File: src/rtl/pc_redirect_unit.sv
// ============================================================================
// pc_redirect_unit : owns the fetch PC, arbitrates ID/EX/MEM redirects
//                    (oldest wins), emits flushes and the fetch-valid bubble.
// Optional stats counters enabled by macro PC_REDIRECT_STATS_EN.
// Rev 1.0
// ============================================================================
`default_nettype none

module pc_redirect_unit #(
  parameter int unsigned     PC_W     = 16,
  parameter logic [PC_W-1:0] RESET_PC = '0
`ifdef PC_REDIRECT_STATS_EN
  , parameter int unsigned   STAT_W   = 16
`endif
) (
  input  logic            clk,
  input  logic            reset,
  input  logic            stall,
  input  logic            id_redirect,
  input  logic [PC_W-1:0] id_target,
  input  logic            ex_redirect,
  input  logic [PC_W-1:0] ex_target,
  input  logic            mem_redirect,
  input  logic [PC_W-1:0] mem_target,
  output logic [PC_W-1:0] pc_out,
  output logic [PC_W-1:0] pc_plus1,
  output logic            if_valid,
  output logic            flush_ifid,
  output logic            flush_idex,
  output logic            flush_exmem,
  output logic            redirect_taken
`ifdef PC_REDIRECT_STATS_EN
  , output logic [STAT_W-1:0] stat_mem
  , output logic [STAT_W-1:0] stat_ex
  , output logic [STAT_W-1:0] stat_id
`endif
);

  localparam logic [0:0]      S_RUN    = 1'b0;
  localparam logic [0:0]      S_REFILL = 1'b1;
  localparam logic [PC_W-1:0] c_PC_ONE = {{(PC_W-1){1'b0}}, 1'b1};

  logic [0:0]      r_state;
  logic [0:0]      w_state_nxt;
  logic [PC_W-1:0] r_pc;
  logic [PC_W-1:0] w_target;
  logic            w_take_mem;
  logic            w_take_ex;
  logic            w_take_id;
  logic            w_taken;

  // Priority select; every request is masked while reset is high.
  assign w_take_mem = ~reset & mem_redirect;
  assign w_take_ex  = ~reset & ~mem_redirect & ex_redirect;
  assign w_take_id  = ~reset & ~mem_redirect & ~ex_redirect & id_redirect;
  assign w_taken    = w_take_mem | w_take_ex | w_take_id;

  always_comb begin
    w_target = id_target;
    if (mem_redirect)     w_target = mem_target;
    else if (ex_redirect) w_target = ex_target;
  end

  assign flush_exmem    = w_take_mem;
  assign flush_idex     = w_take_mem | w_take_ex;
  assign flush_ifid     = w_taken;
  assign redirect_taken = w_taken;

  always_ff @(posedge clk) begin
    if (reset) begin
      r_pc <= RESET_PC;
    end else if (w_taken) begin
      r_pc <= w_target;
    end else if (!stall) begin
      r_pc <= r_pc + c_PC_ONE;
    end
  end

  assign pc_out   = r_pc;
  assign pc_plus1 = r_pc + c_PC_ONE;

  always_ff @(posedge clk) begin
    if (reset) r_state <= S_REFILL;
    else       r_state <= w_state_nxt;
  end

  // REFILL lasts one cycle unless another redirect restarts it; stall never extends it.
  always_comb begin
    w_state_nxt = S_RUN;
    case (r_state)
      S_RUN:    if (w_taken) w_state_nxt = S_REFILL;
      S_REFILL: if (w_taken) w_state_nxt = S_REFILL;
      default:  w_state_nxt = S_REFILL;
    endcase
  end

  always_comb begin
    if_valid = 1'b0;
    case (r_state)
      S_RUN:    if_valid = 1'b1;
      default:  if_valid = 1'b0;
    endcase
  end

`ifdef PC_REDIRECT_STATS_EN
  localparam logic [STAT_W-1:0] c_STAT_ONE = {{(STAT_W-1){1'b0}}, 1'b1};

  logic [STAT_W-1:0] r_stat_mem;
  logic [STAT_W-1:0] r_stat_ex;
  logic [STAT_W-1:0] r_stat_id;

  always_ff @(posedge clk) begin
    if (reset) begin
      r_stat_mem <= '0;
      r_stat_ex  <= '0;
      r_stat_id  <= '0;
    end else begin
      if (w_take_mem && (r_stat_mem != '1)) r_stat_mem <= r_stat_mem + c_STAT_ONE;
      if (w_take_ex  && (r_stat_ex  != '1)) r_stat_ex  <= r_stat_ex  + c_STAT_ONE;
      if (w_take_id  && (r_stat_id  != '1)) r_stat_id  <= r_stat_id  + c_STAT_ONE;
    end
  end

  assign stat_mem = r_stat_mem;
  assign stat_ex  = r_stat_ex;
  assign stat_id  = r_stat_id;
`endif

endmodule

`default_nettype wire

File: config.mk
export PLATFORM = sky130hd
export DESIGN_NAME = pc_redirect_unit
export DESIGN_NICKNAME = d
export VERILOG_FILES = /design/src/rtl/pc_redirect_unit.sv
export SDC_FILE = /design/constraint.sdc
export NUM_CORES = 1
export LEC_CHECK = 0
export ABC_CLOCK_PERIOD_IN_PS = 1800
export CAP_MARGIN = 10
export CORE_MARGIN = 2
export CORE_UTILIZATION = 38
export DETAILED_ROUTE_END_ITERATION = 6
export PLACE_DENSITY = 0.81
export SETUP_SLACK_MARGIN = 0.15
export SYNTH_ARGS = -nofsm -noshare
export SYNTH_HDL_FRONTEND = slang
export SYNTH_SLANG_ARGS = --single-unit
export TNS_END_PERCENT = 10
File: constraint.sdc
create_clock -name clk -period 1.8 [get_ports clk]
set_clock_uncertainty 0.05 [all_clocks]
set_input_delay 0.36 -clock clk [delete_from_list [all_inputs] [get_ports clk]]
set_output_delay 0.36 -clock clk [all_outputs]
set_load 0.01 [all_outputs]
Word level (Yosys, flattened, before mapping)
Index checks and enable logic that the tools add are counted.
{"block": "op_classes", "mux": 6, "bitwise_logic": 10, "addsub": 1, "n_eq_ne": 1}
{"cell": "two-way mux 16 bit", "n": 4}
{"cell": "adder 16 x 1 -> 16 bit, second input constant", "n": 1}
{"cell": "AND 1 bit", "n": 5}
{"cell": "inverter 1 bit", "n": 3}
{"cell": "two-way mux 1 bit", "n": 2}
{"cell": "inequality test 2 x 1 -> 1 bit, second input constant", "n": 1}
{"cell": "OR 1 bit", "n": 2}
{"block": "totals", "wordCells": 20, "reg_bits": 17, "out_inout_bits": 37, "input_bits": 54}

Logic depth before layout (Yosys ltp)
Gate-level depths: netlist of the first run.
{"block": "logic_depth", "word_depth": 6, "depth_mapped": 6, "mapped_depth_nobuf": 5}

Least setup slack after synthesis of the first run
Ideal clock, no wire load.
{"block": "synth_path", "kind": "reg-to-output", "startpoint": "register r_pc[3], in the netlist pc_out[3]", "endpoint": "output pc_plus1[10]", "t_required_ns": 1.390, "stages_incl_launch_ff": 7, "path_buffers": 2, "arrival_time_ns": 1.445, "path_slack_ns": -0.055, "cell_sequence": "dfxtp_1 -> buf_2 -> nand4_4 -> buf_6 -> or2_1 -> nor2_1 -> xor2_1"}
{"block": "synth_between", "elab_chain_cells": 1}
{"item": "start, declared", "line_no": "45", "rtl": "logic [PC_W-1:0] r_pc;"}
{"item": "start signal, assigned", "line_no": "73", "rtl": "r_pc <= w_target;"}
{"item": "start signal, assigned", "line_no": "75", "rtl": "r_pc <= r_pc + c_PC_ONE;"}
{"item": "adder 16 x 1 -> 16 bit", "line_no": "80", "rtl": "assign pc_plus1 = r_pc + c_PC_ONE;"}
{"item": "end, declared", "line_no": "26", "rtl": "output logic [PC_W-1:0] pc_plus1,"}
No other way between the ends.

Worst setup path after layout of the first run
{"block": "layout_path", "startpoint": "register r_pc[0], in the netlist pc_out[0]", "endpoint": "output pc_plus1[10]"}
The elaborated chain is that of the path after synthesis.

==> impl_summary.log, run 1 <==
[metrics] run status: finished with violations
[metrics] failing checks: negative setup slack
[metrics] most common cell in the synthesized netlist: sky130_fd_sc_hd__xnor2_1
[metrics] worst setup path class: flip-flop to output pin
[metrics] required arrival time at the worst endpoint: 1.39 ns
[metrics] fin crit period: 1.90 ns
[metrics] port buffer count: 90
[metrics] overall die height: 67.3 um
[metrics] switching power total: 0.382 mW
[metrics] final weighted congestion in routability-driven placement: 0.841
[metrics] starting DRC count in detailed routing: 56
[metrics] crit share post-route: 105%
[metrics] Vias: 1,832
[metrics] wire length of the first global-routing pass: 8.14 mm
[metrics] P per Cell Area: 436 nW/um^2
[metrics] CTS H-tree depth: 1
[metrics] unrepaired setup endpoints after global routing: true
[metrics] number of antenna violations at the first check in global routing: 0
[metrics] via count of the first global-routing pass: 1,769
[metrics] worst-case vdd ir drop: 0.000283 V
[metrics] worst reg2reg setup slack: 0.19 ns
[metrics] clock tree from TritonCTS: yes
[metrics] total clock buffers created by CTS: 3
[metrics] overall die area: 4530 um^2
[metrics] remaining antenna violation count: 0
[metrics] Yosys cell types: 37
[metrics] via-per-instance ratio: 5.03
[metrics] Post-synth EDFFs: 0
[metrics] clock latency of the later-clocked register in the worst-skew pair: 0.25 ns
[metrics] warnings from Yosys: 0
[metrics] Initial Utilization: 38.9%
[metrics] CP Max Fanout: 4
[metrics] largest net degree at the start of global routing: 28
[metrics] global route overflow: 0
[metrics] most area-consuming cells after synthesis: sky130_fd_sc_hd__dfxtp_1 22%, sky130_fd_sc_hd__xnor2_1 12%, sky130_fd_sc_hd__a211oi_1 5.9%
[metrics] final count of negative-setup-slack endpoints: 9
[metrics] non-filler instance count after layout: 364
[metrics] Total Wirelength: 5.12 mm
[metrics] Final nets: 370
[metrics] global routing usage summed across all routing layers: 23.5%
[metrics] Leakage Power: 1.24 nW
[metrics] arrival time at the worst endpoint: 1.49 ns
[metrics] cell area after placement: 2740 um^2
[metrics] most used flip-flop cell after synthesis: sky130_fd_sc_hd__dfxtp_1
[metrics] cell count after synthesis: 188
[metrics] final instance area: 2860 um^2
[metrics] share of the yosys chip area belonging to registers: 22.4%
[metrics] post-synth top area share: 22.4%
[metrics] cell accounting for the most synthesized area: sky130_fd_sc_hd__dfxtp_1
[metrics] worst-case headroom to the max-slew limit: 78.3%
[metrics] number of top-level pins: 91
[metrics] achievable clock frequency: 527 MHz
[metrics] number of hold violations in the final report: 0
[metrics] sequential fraction of design power: 35.6%
[metrics] area growth from synthesis to layout: 88.1%
[metrics] total nets after synthesis: 243
[metrics] diode count: 0
[metrics] list of most frequent post-synthesis cells: 21 x sky130_fd_sc_hd__xnor2_1, 19 x sky130_fd_sc_hd__nor2_1, 18 x sky130_fd_sc_hd__nand2_1, 17 x sky130_fd_sc_hd__dfxtp_1, 12 x sky130_fd_sc_hd__a211oi_1
[metrics] clock-pin slew on the worst setup and hold paths: 0.06 ns
[metrics] number of storage elements in the synthesis netlist: 17
[metrics] share of total power consumed by net switching: 30.6%
[metrics] CP startpoint kind: flip-flop
[metrics] DRC violations left: 0
[metrics] Syn Std Cell Area: 1520 um^2
[metrics] syn_area_per_cell: 8.10 um^2
[metrics] floorplan core area: 3910 um^2
[metrics] type of the most critical hold path: primary input to flip-flop
[metrics] Design Power: 1.25 mW
[metrics] first-pass detailed-route iteration total: 6
[metrics] Clock Path Buffers: 2
[metrics] die width: 67.3 um
[metrics] average wire length per cell after detail routing: 14.1 um
[metrics] part of the total power dissipated in the clock network: 22.2%
[metrics] Max Transition Viols Final: 0
[metrics] number of placed instances, taps included: 354
[metrics] async set or reset register ratio after synthesis: 0%
[metrics] Setup crit end kind: output pin
[metrics] maximum capacitance violations: 0
[metrics] Int Power: 0.866 mW
[metrics] number of core rows: 23
[metrics] # hold bufs at CTS: 0
[metrics] Final Worst Setup Slack: -0.0971 ns
[metrics] fraction of layout cells with a size suffix above 1: 36.9%
[metrics] CTS Root Cell: sky130_fd_sc_hd__clkbuf_8
[metrics] transition time of the tightest slew-check pin: 0.323 ns
[metrics] HPWL after detailed placement: 3.95 mm
[metrics] part of the total power dissipated in combinational logic: 42.2%
[metrics] total number of clock tree sinks: 17
-- path summary, 6_finish.rpt --
check / from / endpoint / cells past startpoint
worst max-delay path: pc_out[0] / pc_plus1[10] / 6
worst min-delay path: id_redirect / pc_out[15] / 4
worst max register to register: pc_out[5] / pc_out[13] / 5
worst min register to register: pc_out[14] / pc_out[15] / 2
-- area by class of cell --
cell class                      count  area (um^2)
Clock buffer                        3         41.3
Inverter                            7         26.3
Tap cell                           50         62.6
Clock inverter                      1         5.00
Multi-Input combinational cell    146         1160
Fill cell                         316         1050
Sequential cell                    17          360
Timing Repair Buffer              140         1210
-- registers in the layout (all words and copies together) (netlist names) --
signal   cells
r_state      1
pc_out      16
-- cells by family (layout without fill, tap and decap cells) --
family,after synthesis,after routing,share of synthesized area (%)
DFF,17,17,22.4
buffers and inverters,25,151,7.40
muxes,7,7,4.60
AOI/OAI and AO/OA,42,42,22.7
xor gates and xnor gates,28,28,16.1
and+or+nand+nor,68,68,26.0
adders and majority gates,1,1,0.822
-- worst max-delay path, stage by stage, from the launching register on --
cell and delay [ns]:
sky130_fd_sc_hd__dfxtp_4 0.39, sky130_fd_sc_hd__ha_4 0.15, sky130_fd_sc_hd__inv_2 0.05, sky130_fd_sc_hd__or2_4 0.27
sky130_fd_sc_hd__nor2_2 0.12, sky130_fd_sc_hd__xor2_1 0.13, sky130_fd_sc_hd__buf_2 0.14
-- through the flow --
step | util (%) | hold slack (ns) | setup WS (ns) | setup TNS [ns]
global placement | 69.9 | 0.642 | -0.316 | -4.43
global route | 73.2 | 0.575 | -0.175 | -1.24
CTS | 72.1 | 0.614 | -0.116 | -0.454
finish | 73.2 | 0.554 | -0.0971 | -0.478
floorplan | - | 0.470 | 0.0474 | 0
detailed placement | 69.9 | 0.642 | -0.348 | -5.15
-- cell usage in the layout (no fill, tap or decap), types with 3 or more instances in the layout --
| master | count |
|---|---|
| sky130_fd_sc_hd__dfxtp_1 | 5 |
| sky130_fd_sc_hd__nand4_1 | 3 |
| sky130_fd_sc_hd__nor4_2 | 3 |
| sky130_fd_sc_hd__buf_6 | 4 |
| sky130_fd_sc_hd__buf_4 | 46 |
| sky130_fd_sc_hd__nand2_1 | 17 |
| sky130_fd_sc_hd__nand3_1 | 4 |
| sky130_fd_sc_hd__nor3_2 | 5 |
| sky130_fd_sc_hd__dlymetal6s2s_1 | 4 |
| sky130_fd_sc_hd__clkbuf_8 | 3 |
| sky130_fd_sc_hd__dlygate4sd2_1 | 17 |
| sky130_fd_sc_hd__o21a_1 | 7 |
| sky130_fd_sc_hd__clkdlybuf4s50_1 | 51 |
| sky130_fd_sc_hd__inv_1 | 5 |
| sky130_fd_sc_hd__xnor2_1 | 21 |
| sky130_fd_sc_hd__o22ai_1 | 7 |
| sky130_fd_sc_hd__a211oi_2 | 7 |
| sky130_fd_sc_hd__xor2_1 | 7 |
| sky130_fd_sc_hd__a211oi_1 | 12 |
| sky130_fd_sc_hd__mux2i_1 | 7 |
| sky130_fd_sc_hd__dfxtp_2 | 10 |
| sky130_fd_sc_hd__nor2_1 | 13 |
| sky130_fd_sc_hd__buf_2 | 15 |
| sky130_fd_sc_hd__nor2_2 | 4 |
| sky130_fd_sc_hd__a21oi_1 | 3 |
-- per-layer routing --
| metal | vias to the layer above | GRT usage [%] | share of wire, % |
|---|---|---|---|
| met1 | 843 | 29.5 | 43 |
| li1 | 926 | - | - |
| met4 | 0 | 5.36 | 0.76 |
| met2 | 59 | 42.5 | 51 |
| met3 | 4 | 3.00 | 5.6 |
| met5 | - | 0 | 0 |
-- power groups by stage --
stage | clock, mW | sequential, mW | combinational (mW)
2_1_floorplan | 0 | 0.463 | 0.212
3_3_place_gp | 0 | 0.443 | 0.556
3_5_place_dp | 0 | 0.445 | 0.562
4_1_cts | 0.280 | 0.442 | 0.525
5_1_grt | 0.304 | 0.446 | 0.570
6_report | 0.277 | 0.444 | 0.527
-- what timing repair did --
item	4_1_cts	5_1_grt
setup buffers	5	1
hold endpoints to repair	0	0
gates resized for setup	108	15
setup endpoints to repair	45	22
pin swaps	13	10
Power figures use the tool's default switching activity.
==> run 2: changes to the inputs <==
Settings changed: SKIP_CTS_REPAIR_TIMING from default to 1.
==> impl_summary.log, run 2 (synthesis results as in run 1) <==
[metrics] Setup crit end kind: output pin
[metrics] transition time of the tightest slew-check pin: 0.374 ns (+0.0504 ns)
[metrics] total number of clock tree sinks: 17 (unchanged)
[metrics] number of antenna violations at the first check in global routing: 0 (unchanged)
[metrics] DRC violations left: 0 (unchanged)
[metrics] Max Transition Viols Final: 0 (unchanged)
[metrics] Design Power: 1.27 mW (+1.5%)
[metrics] via count of the first global-routing pass: 1,705 (-3.6%)
[metrics] HPWL after detailed placement: 3.95 mm (unchanged)
[metrics] buffers plus inverters on the worst setup path: 2 (unchanged)
[metrics] flip-flop count of the largest register, all copies and words added: 16 (unchanged)
[metrics] clock tree from TritonCTS: yes
[metrics] CTS H-tree depth: 1 (unchanged)
[metrics] CTS Root Cell: sky130_fd_sc_hd__clkbuf_8
[metrics] achievable clock frequency: 513 MHz (-2.7%)
[metrics] Final nets: 369 (-0.27%)
[metrics] Post-Route Hold Slack: 0.554 ns (+0.000123 ns)
[metrics] commonest cells after routing, fill and taps aside: 55 x sky130_fd_sc_hd__clkdlybuf4s50_1, 47 x sky130_fd_sc_hd__buf_4, 20 x sky130_fd_sc_hd__xnor2_1
[metrics] global route overflow: 0 (unchanged)
[metrics] final count of negative-setup-slack endpoints: 8 (-1)
[metrics] Total Wirelength: 5.31 mm (+3.7%)
[metrics] CP Max Fanout: 5 (+1)
[metrics] slowest stage delay, CP: 0.36 ns (-0.03 ns)
[metrics] worst-case vdd ir drop: 0.000298 V (+5.2%)
[metrics] overall die height: 67.3 um (unchanged)
[metrics] final instance area: 2910 um^2 (+1.5%)
[metrics] Final Worst Setup Slack: -0.150 ns (-0.0531 ns)
[metrics] failing checks: negative setup slack
[metrics] unrepaired setup endpoints after global routing: true
[metrics] number of fill cells: 295 (-6.6%)
[metrics] wire length of the first global-routing pass: 7.67 mm (-5.8%)
[metrics] type of the most critical hold path: primary input to flip-flop
[metrics] final weighted congestion in routability-driven placement: 0.841 (unchanged)
[metrics] floorplan core area: 3910 um^2 (unchanged)
[metrics] clock-pin slew on the worst setup and hold paths: 0.06 ns (about the same)
[metrics] most common cell after layout, fill and taps aside: sky130_fd_sc_hd__clkdlybuf4s50_1
[metrics] library cell contributing the largest single delay on the critical path: sky130_fd_sc_hd__dfxtp_2
[metrics] diode count: 0 (unchanged)
[metrics] number of top-level pins: 91 (unchanged)
[metrics] largest net degree at the start of global routing: 28 (unchanged)
[metrics] arrival time at the worst endpoint: 1.54 ns (+0.05 ns)
[metrics] P per Cell Area: 436 nW/um^2 (about the same)
[metrics] overall die area: 4530 um^2 (unchanged)
[metrics] worst-case headroom to the max-slew limit: 75.0% (-3.3 points)
[metrics] CP startpoint kind: flip-flop
[metrics] clock latency of the later-clocked register in the worst-skew pair: 0.25 ns (about the same)
[metrics] run status: finished with violations
[metrics] remaining antenna violation count: 0 (unchanged)
[metrics] fraction of layout cells with a size suffix above 1: 36.1% (-0.84 points)
[metrics] port buffer count: 90 (unchanged)
[metrics] first-pass detailed-route iteration total: 4 (-2)
[metrics] average wire length per cell after detail routing: 14.6 um (+3.9%)
[metrics] number of core rows: 23 (unchanged)
[metrics] global routing usage summed across all routing layers: 22.0% (-1.5 points)
[metrics] Leakage Power: 1.35 nW (+9.1%)
[metrics] Fin Setup TNS: -0.472 ns (+0.00565 ns)
[metrics] Clock Path Buffers: 2 (unchanged)
[metrics] non-filler instance count after layout: 363 (-0.27%)
[metrics] maximum capacitance violations: 0 (unchanged)
[metrics] number of hold violations in the final report: 0 (unchanged)
[metrics] starting DRC count in detailed routing: 85 (+52%)
[metrics] cell area after placement: 2740 um^2 (unchanged)
[metrics] total clock buffers created by CTS: 3 (unchanged)
[metrics] cell-by-cell trace of the critical path: nand4_4 -> buf_6 -> or2_4 -> nor2_4 -> xor2_1 -> buf_2
[metrics] area growth from synthesis to layout: 91.0%
[metrics] Vias: 1,856 (+1.3%)
[metrics] number of placed instances, taps included: 354 (unchanged)
[metrics] Initial Utilization: 38.9% (unchanged)
[metrics] via-per-instance ratio: 5.11 (+1.6%)
[metrics] worst setup path class: flip-flop to output pin
[metrics] category of cells accounting for the largest share of critical-path delay: simple AND/OR/NAND/NOR gates
[metrics] crit share post-route: 108% (+3.0 points)
[metrics] die width: 67.3 um (unchanged)
[metrics] required arrival time at the worst endpoint: 1.39 ns (about the same)
[metrics] fin crit period: 1.95 ns (+0.0531 ns)
## run 2: cell count changes in the layout (fill, tap and decap cells not counted), moves of 2 or more
cell                              change
sky130_fd_sc_hd__dlymetal6s2s_1      +15
sky130_fd_sc_hd__buf_6                -2
sky130_fd_sc_hd__nor2_4               +2
sky130_fd_sc_hd__dlygate4sd2_1       -17
sky130_fd_sc_hd__buf_2                -3
sky130_fd_sc_hd__clkbuf_2             +4
sky130_fd_sc_hd__clkdlybuf4s15_2      -2
sky130_fd_sc_hd__clkdlybuf4s50_1      +4
sky130_fd_sc_hd__nor2_2               -2
## run 2: metrics by stage
stage | setup slack [ns] | util (%)
2_1_floorplan | 0.0474 | -
3_3_place_gp | -0.316 | 69.9
3_5_place_dp | -0.348 | 69.9
4_1_cts | -0.548 | 71.1
5_1_grt | -0.225 | 74.3
6_report | -0.150 | 74.3
## run 2: tightest hold or removal path, stage by stage
cell                             delay, ns
sky130_fd_sc_hd__dlymetal6s2s_1       0.12
sky130_fd_sc_hd__buf_4                0.13
sky130_fd_sc_hd__or3_1                0.09
sky130_fd_sc_hd__o31a_1               0.12
## run 2: worst paths after layout
check,from,endpoint,slack [ns],cells after the start
setup / recovery,pc_out[2],pc_plus1[10],-0.15,6
hold / removal,id_redirect,pc_out[15],0.55,4
setup reg to reg,pc_out[2],pc_out[13],0.14,6
hold reg to reg,pc_out[14],pc_out[15],0.63,2
## run 2: per-layer routing
layer	routed length, um	GRT usage (%)	up-vias
met5	0	0	-
met4	36	5.36	0
met3	248	3.17	4
met2	2770	37.5	57
met1	2250	29.1	872
li1	-	-	923
## run 2: cell type report
class / count / area (um^2) / area share, %
Sequential cell: 17 / 360 / 12.4
Multi-Input combinational cell: 146 / 1170 / 40.2
Tap cell: 50 / 62.6 / 2.15
Clock buffer: 3 / 41.3 / 1.42
Clock inverter: 1 / 5.00 / 0.172
Inverter: 7 / 26.3 / 0.904
Timing Repair Buffer: 139 / 1240 / 42.8
## run 2: power breakdown
| group | leakage [nW] | internal (mW) | switching (mW) |
|---|---|---|---|
| logic | 1.18 | 0.318 | 0.227 |
| registers | 0.145 | 0.409 | 0.0345 |
| clock network | 0.0255 | 0.153 | 0.126 |
